### src/rtl/keypad_scanner_entry_pkg.sv
// Shared definitions for the keypad scanner / number-entry slice.
// Holds the special key codes, the debounce FSM state encoding, the
// per-frame scan result encoding, and the matrix position -> key code map.
package keypad_defs;

  localparam logic [3:0] KEY_CLEAR = 4'hA;
  localparam logic [3:0] KEY_BKSP  = 4'hB;
  localparam logic [3:0] KEY_ENTER = 4'hE;

  typedef enum logic [1:0] {
    ST_IDLE,
    ST_DEBOUNCE,
    ST_PRESSED,
    ST_RELEASE
  } dbnc_state_t;

  typedef enum logic [1:0] {
    FR_NONE,
    FR_SINGLE,
    FR_MULTI
  } frame_res_t;

  // Key printed at (column, row) of the 4x4 matrix.
  function automatic logic [3:0] key_at(input logic [1:0] col, input logic [1:0] row);
    logic [3:0] k;
    k = 4'h0;
    unique case ({col, row})
      4'b00_00: k = 4'h1;
      4'b00_01: k = 4'h4;
      4'b00_10: k = 4'h7;
      4'b00_11: k = 4'h0;
      4'b01_00: k = 4'h2;
      4'b01_01: k = 4'h5;
      4'b01_10: k = 4'h8;
      4'b01_11: k = 4'hF;
      4'b10_00: k = 4'h3;
      4'b10_01: k = 4'h6;
      4'b10_10: k = 4'h9;
      4'b10_11: k = 4'hE;
      4'b11_00: k = 4'hA;
      4'b11_01: k = 4'hB;
      4'b11_10: k = 4'hC;
      4'b11_11: k = 4'hD;
    endcase
    return k;
  endfunction

endpackage

### src/rtl/keypad_entry_editor.sv
// Number editor driven by debounced key presses.
// Ports:
//   i_clk, i_rst        clock, synchronous active-high reset
//   i_key_valid         1-cycle pulse for an accepted key
//   i_key_code          code of the accepted key
//   o_edit_value        number being edited (0..9999)
//   o_number_out        value captured on ENTER
//   o_number_valid      1-cycle pulse when o_number_out is updated
module keypad_entry_editor
  import keypad_defs::*;
(
  input  logic        i_clk,
  input  logic        i_rst,
  input  logic        i_key_valid,
  input  logic [3:0]  i_key_code,
  output logic [15:0] o_edit_value,
  output logic [15:0] o_number_out,
  output logic        o_number_valid
);

  logic [15:0] r_value;
  logic [15:0] r_number;
  logic        r_number_valid;

  logic [9:0]  w_low3;
  logic [13:0] w_shifted;
  logic [15:0] w_div10;

  // Dropping the oldest digit before the shift keeps the result <= 9999,
  // so the shifted value always fits in 14 bits.
  assign w_low3    = 10'(r_value % 16'd1000);
  assign w_shifted = 14'(w_low3) * 14'd10 + 14'(i_key_code);
  assign w_div10   = r_value / 16'd10;

  always_ff @(posedge i_clk) begin
    if (i_rst) begin
      r_value        <= '0;
      r_number       <= '0;
      r_number_valid <= 1'b0;
    end else begin
      r_number_valid <= 1'b0;
      if (i_key_valid) begin
        if (i_key_code <= 4'd9) begin
          r_value <= {2'b00, w_shifted};
        end else begin
          unique case (i_key_code)
            KEY_CLEAR: r_value <= '0;
            KEY_BKSP:  r_value <= w_div10;
            KEY_ENTER: begin
              r_number       <= r_value;
              r_number_valid <= 1'b1;
            end
            default: ;
          endcase
        end
      end
    end
  end

  assign o_edit_value   = r_value;
  assign o_number_out   = r_number;
  assign o_number_valid = r_number_valid;

endmodule

### src/rtl/keypad_scanner_entry.sv
// 4x4 matrix keypad scanner with per-frame debounce and number entry.
// Ports:
//   clock_100Mhz   system clock
//   reset          synchronous active-high reset
//   Row_in[3:0]    keypad rows, active-low, asynchronous
//   Col_drive[3:0] column strobes, active-low one-hot
//   key_code[3:0]  last accepted key
//   key_valid      1-cycle pulse per accepted press
//   edit_value     number being edited (0..9999)
//   number_out     value captured on ENTER
//   number_valid   1-cycle pulse when number_out is updated
module keypad_scanner_entry
  import keypad_defs::*;
#(
  parameter int unsigned SCAN_DIV_BITS   = 16,
  parameter int unsigned DEBOUNCE_FRAMES = 4
) (
  input  logic        clock_100Mhz,
  input  logic        reset,
  input  logic [3:0]  Row_in,
  output logic [3:0]  Col_drive,
  output logic [3:0]  key_code,
  output logic        key_valid,
  output logic [15:0] edit_value,
  output logic [15:0] number_out,
  output logic        number_valid
);

  localparam int unsigned PW = SCAN_DIV_BITS + 2;
  localparam logic [3:0]  DF = 4'(DEBOUNCE_FRAMES);

  logic [PW-1:0] r_presc;
  logic [3:0]    r_sync1, r_sync2;
  logic [1:0]    w_col;
  logic          w_sample, w_frame_end;

  logic [1:0]    r_acc_n;     // hits so far this frame, saturating at 2
  logic [3:0]    r_acc_code;  // code of the first hit this frame
  logic [2:0]    w_col_hits;
  logic [3:0]    w_col_code;
  logic [2:0]    w_tot;
  frame_res_t    w_res;
  logic [3:0]    w_res_code;

  dbnc_state_t   r_state, w_state_nxt;
  logic [3:0]    r_cand, w_cand_nxt;
  logic [3:0]    r_cnt, w_cnt_nxt;
  logic          w_accept;
  logic          r_key_valid;
  logic [3:0]    r_key_code;

  assign w_col       = r_presc[PW-1 -: 2];
  assign w_sample    = &r_presc[SCAN_DIV_BITS-1:0];
  assign w_frame_end = w_sample && (w_col == 2'd3);
  assign Col_drive   = ~(4'b0001 << w_col);

  // Synchronizer idles high (no row pulled low) out of reset.
  always_ff @(posedge clock_100Mhz) begin
    if (reset) begin
      r_presc <= '0;
      r_sync1 <= '1;
      r_sync2 <= '1;
    end else begin
      r_presc <= r_presc + PW'(1);
      r_sync1 <= Row_in;
      r_sync2 <= r_sync1;
    end
  end

  always_comb begin
    w_col_hits = '0;
    w_col_code = '0;
    for (int unsigned r = 0; r < 4; r++) begin
      if (!r_sync2[r]) begin
        if (w_col_hits == 3'd0) w_col_code = key_at(w_col, 2'(r));
        w_col_hits = w_col_hits + 3'd1;
      end
    end
  end

  // Result includes the column being sampled in the frame-end cycle.
  assign w_tot      = {1'b0, r_acc_n} + w_col_hits;
  assign w_res      = (w_tot == 3'd0) ? FR_NONE : (w_tot == 3'd1) ? FR_SINGLE : FR_MULTI;
  assign w_res_code = (r_acc_n != 2'd0) ? r_acc_code : w_col_code;

  always_ff @(posedge clock_100Mhz) begin
    if (reset) begin
      r_acc_n    <= '0;
      r_acc_code <= '0;
    end else if (w_sample) begin
      if (w_frame_end) begin
        r_acc_n    <= '0;
        r_acc_code <= '0;
      end else begin
        r_acc_n <= (w_tot >= 3'd2) ? 2'd2 : w_tot[1:0];
        if (r_acc_n == 2'd0 && w_col_hits != 3'd0) r_acc_code <= w_col_code;
      end
    end
  end

  // Debounce FSM: state register
  always_ff @(posedge clock_100Mhz) begin
    if (reset) begin
      r_state     <= ST_IDLE;
      r_cand      <= '0;
      r_cnt       <= '0;
      r_key_valid <= 1'b0;
      r_key_code  <= '0;
    end else begin
      r_state     <= w_state_nxt;
      r_cand      <= w_cand_nxt;
      r_cnt       <= w_cnt_nxt;
      r_key_valid <= w_accept;
      if (w_accept) r_key_code <= w_cand_nxt;
    end
  end

  // Debounce FSM: next state, advanced once per frame
  always_comb begin
    w_state_nxt = r_state;
    w_cand_nxt  = r_cand;
    w_cnt_nxt   = r_cnt;
    if (w_frame_end) begin
      unique case (r_state)
        ST_IDLE: begin
          if (w_res == FR_SINGLE) begin
            w_cand_nxt  = w_res_code;
            w_cnt_nxt   = 4'd1;
            w_state_nxt = (DEBOUNCE_FRAMES == 1) ? ST_PRESSED : ST_DEBOUNCE;
          end
        end
        ST_DEBOUNCE: begin
          if (w_res == FR_SINGLE && w_res_code == r_cand) begin
            w_cnt_nxt = r_cnt + 4'd1;
            if (w_cnt_nxt == DF) w_state_nxt = ST_PRESSED;
          end else begin
            w_state_nxt = ST_IDLE;
          end
        end
        ST_PRESSED: begin
          if (w_res == FR_NONE) begin
            w_cnt_nxt   = 4'd1;
            w_state_nxt = (DEBOUNCE_FRAMES == 1) ? ST_IDLE : ST_RELEASE;
          end
        end
        ST_RELEASE: begin
          if (w_res == FR_NONE) begin
            w_cnt_nxt = r_cnt + 4'd1;
            if (w_cnt_nxt == DF) w_state_nxt = ST_IDLE;
          end else begin
            w_state_nxt = ST_PRESSED;
          end
        end
        default: w_state_nxt = ST_IDLE;
      endcase
    end
  end

  // Debounce FSM: outputs -- a pulse only on entry to PRESSED from the press path
  always_comb begin
    w_accept = 1'b0;
    if (w_frame_end && (r_state == ST_IDLE || r_state == ST_DEBOUNCE) &&
        w_state_nxt == ST_PRESSED)
      w_accept = 1'b1;
  end

  assign key_valid = r_key_valid;
  assign key_code  = r_key_code;

  keypad_entry_editor u_editor (
    .i_clk          (clock_100Mhz),
    .i_rst          (reset),
    .i_key_valid    (r_key_valid),
    .i_key_code     (r_key_code),
    .o_edit_value   (edit_value),
    .o_number_out   (number_out),
    .o_number_valid (number_valid)
  );

endmodule

### config.mk
export PLATFORM = sky130hd
export DESIGN_NAME = keypad_scanner_entry
export DESIGN_NICKNAME = d
export VERILOG_FILES = /design/src/rtl/keypad_scanner_entry_pkg.sv /design/src/rtl/keypad_entry_editor.sv /design/src/rtl/keypad_scanner_entry.sv
export SDC_FILE = /design/constraint.sdc
export NUM_CORES = 1
export LEC_CHECK = 0
export BUFFER_PORTS_ARGS = -buffer_cell sky130_fd_sc_hd__buf_4
export CAP_MARGIN = 5
export CORE_MARGIN = 3
export CORE_UTILIZATION = 50
export CTS_CLUSTER_SIZE = 16
export DETAILED_ROUTE_END_ITERATION = 8
export PLACE_DENSITY = 0.76
export SLEW_MARGIN = 20
export SYNTH_ARGS = -nofsm -noshare
export SYNTH_HDL_FRONTEND = slang
export SYNTH_SLANG_ARGS = --single-unit
### constraint.sdc
create_clock -name clock_100Mhz -period 10.6 [get_ports clock_100Mhz]
set_clock_uncertainty 0.15 [all_clocks]
set_input_delay 0.53 -clock clock_100Mhz [delete_from_list [all_inputs] [get_ports clock_100Mhz]]
set_output_delay 0.53 -clock clock_100Mhz [all_outputs]
set_load 0.01 [all_outputs]
==> impl_metrics.csv <==
group,metric,value,unit
synth,netlist_instances,879,
setup_path,timing.rr.start,"u_editor.o_edit_value[12]",
pwr,vdd_drop_max,0.0000869,V
run,maxCapViolCount,0,
global_routing,antenna_found_initial,0,
timing,max_freq,129,MHz
setup_path,slowest_stage,"dfxtp_1",
die,ioPinCount,48,
drt,drc,0,
setup_path,start_kind,"flop",
synth,ys_seq_area_frac,0.231,
global_routing,grt_max_degree,79,
run_status,status,"finished clean",
hold_path,hold_start,"Row_in[2]",
synth,synth.distinct_cells,85,
clock_network,cts-root-buf,"clkbuf_16",
drt,vias,6344,
drt,drt_iter0_drc,507,
drt,routed_wirelength,16100,um
setup_path,crit_type,"reg2reg",
pwr,p_per_area,92.1,nW/um2
die,initial_core_util,0.516,
pwr,internal_power,0.000533,W
drt,wl_per_cell,15.2,um
setup_path,critPathArrivalTime,7820,ps
die,die_w,121,um
die,die_h,121,um
synth,yosys_register_bits,76,
placed_design,io_buffers,43,
pwr,p_comb_frac,0.033,
die,num_rows,41,
global_routing,grt_util_all_layers,0.218,
setup_path,reg2reg_to,"u_editor.o_edit_value[13]",
timing,drv_slew,0,
synth,yosys_warnings,0,
setup_path,cpPeakStageDelay,1010,ps
timing,setup_viol,0,
timing,worstMarginPinSlew,1050,ps
hold_path,min_path_type,"in2reg",
layout,final_core_util,0.566,
setup_path,reg2reg_slack,2870,ps
placed_design,globalplace.congestion,0.892,
hold_path,worstHoldPathCells,2,
timing,finalCritPeriodShare,0.729,
layout,drive_gt1_frac,0.118,
layout,layout_commonest_cell,"nand2_1",
clock_network,ctsHtreeMaxLevel,3,
drt,first_pass_iters,6,
synth,avgSynthCellArea,7.50,um2
timing,min_period,7730,ps
timing,grt_setup_unrepaired,"no",
layout,area_delta_synth_final,9.76,%
layout,nNetsFinal,918,
clock_network,clk_pin_slew,60,ps
clock_network,clock_latency,330,ps
timing,finalSetupTns,0,ps
setup_path,reg2reg_depth,28,
setup_path,worstPathMaxFanout,31,
placed_design,hpwl,11400,um
pwr,power.share.clock,0.532,
clock_network,cts_resized,0,
pwr,switching_share,0.201,
synth,syn_area,6590,um2
setup_path,path_delay_family,"compound AO/OA/AOI/OAI gates",
die,die_area,14600,um2
setup_path,critPathCaptureType,"flop",
clock_network,hold_buffers,0,
clock_network,cts_setup_buffers,0,
global_routing,grt_pass1_vias,5533,
layout,layout_common_cells,"nand2_1, a21oi_1, dfxtp_1",
global_routing,grt_overflow,0,
synth,ys_async_sr_fraction,0,
clock_network,cts.sinks,76,
die,core_region_area,12800,um2
drt,ant_nets,0,
timing,finalHoldViolCount,0,
pwr,p_leak,2.81,nW
pwr,switchingPower,0.000134,W
drt,avgViaCountPerCell,6.02,
setup_path,required,10700,ps
synth,synth_edf_count,0,
hold_path,min_to,"r_sync1[2]",
clock_network,cts_buffers,9,
timing,relSlewSlack,0.296,
setup_path,worst-path-buf-inv,2,
clock_network,cts_tree,"yes",
synth,ys.flop_type,"dfxtp_1",
pwr,pwr-share-seq,0.435,
global_routing,grt_pass1_wl,26800,um
layout,diodes,0,
clock_network,clk_path_buf_depth,2,
cell usage after synthesis, drive strengths merged (7+ instances only):
cell	number	share of area
nand2b	9	0.0085
xor2	20	0.027
nor3b	9	0.010
a221oi	9	0.013
dfxtp	76	0.23
a21oi	82	0.062
ha	32	0.061
o211ai	11	0.013
a21o	9	0.010
clkbuf	31	0.018
and3	12	0.011
a211oi	19	0.022
or3	15	0.014
and2	8	0.0076
mux2i	12	0.018
nand4	14	0.013
a31oi	7	0.0066
nor3	15	0.011
inv	41	0.023
or2	15	0.014
o21a	7	0.0080
nand3	19	0.014
o31ai	9	0.011
xnor2	28	0.037
nor2b	11	0.010
nand2	89	0.051
nor2	74	0.042
o22ai	7	0.0087
buf	36	0.030
o21ai	45	0.035
nor4	7	0.0066
worst reg2reg max path, delay by kind of cell (launching register included):
| kind | cells | cell delay [ps] |
|---|---|---|
| buf+inv | 2 | 120 |
| xor+xnor | 3 | 760 |
| flops | 1 | 1010 |
| simple gates | 7 | 1960 |
| fa+ha+maj | 4 | 1030 |
| compound gates | 12 | 2580 |
per-stage QoR:
step / hold slack (ps) / cell area [um2] / setup slack (ps) / power, W / cells
3_3_place_gp: 245 / 6890 / 3180 / 0.000318 / 1038
4_1_cts: 215 / 7240 / 2950 / 0.000673 / 1054
3_5_place_dp: 246 / 6890 / 2990 / 0.000318 / 1038
6_report: 225 / 7240 / 2870 / 0.000666 / 1054
2_1_floorplan: 239 / 6600 / 4320 / 0.000314 / 882
5_1_grt: 217 / 7240 / 2130 / 0.000688 / 1054
sequential cells by signal, summed over array words and instances (netlist names), 2 cells and up:
signal                 flops
u_editor.o_edit_value     14
key_code                   4
r_state                    2
u_editor.o_number_out     14
r_cand                     4
r_acc_n                    2
r_presc                   18
r_sync2                    4
r_sync1                    4
r_cnt                      4
r_acc_code                 4
worst max-delay path by stage:
stage | from | endpoint | cells after the start
CTS | u_editor.o_edit_value[12] | u_editor.o_edit_value[13] | 28
finish | u_editor.o_edit_value[12] | u_editor.o_edit_value[13] | 28
global placement | u_editor.o_edit_value[12] | u_editor.o_edit_value[13] | 28
floorplan | u_editor.o_edit_value[9] | u_editor.o_edit_value[13] | 29
detailed placement | u_editor.o_edit_value[12] | u_editor.o_edit_value[13] | 28
global route | u_editor.o_edit_value[12] | u_editor.o_edit_value[13] | 28
final cells by class:
class	count	area [um2]
Fill cell	1166	5540
Multi-Input combinational cell	697	4610
Sequential cell	76	1520
Timing Repair Buffer	51	383
Clock buffer	10	239
Tap cell	172	215
Inverter	42	158
Clock inverter	6	111
per-layer routing:
layer  vias up  GRT usage  wire (um)
li1       3182          -          -
met1      2939      0.314       7660
met2       201      0.325       7230
met3        22     0.0430        915
met4         0     0.0701        263
met5         -          0          0
power by group through the flow:
stage	Combinational, W	Clock, W	Sequential (W)
3_5_place_dp	0.0000218	0	0.000296
3_3_place_gp	0.0000216	0	0.000296
5_1_grt	0.0000248	0.000373	0.000290
6_report	0.0000219	0.000354	0.000290
4_1_cts	0.0000220	0.000361	0.000290
2_1_floorplan	0.0000185	0	0.000296
cells by family (layout without fill, tap and decap cells):
logic type      Yosys count  count (layout)  synth area share
simple gates            316             316             0.239
compound gates          272             272             0.289
buf+inv                 109             109            0.0719
flops                    76              76             0.231
xor+xnor                 48              48            0.0638
fa+ha+maj                39              39            0.0759
mux                      18              18            0.0285
other cells               1               4          0.000569
No activity file was read; power rests on OpenSTA's default activity.
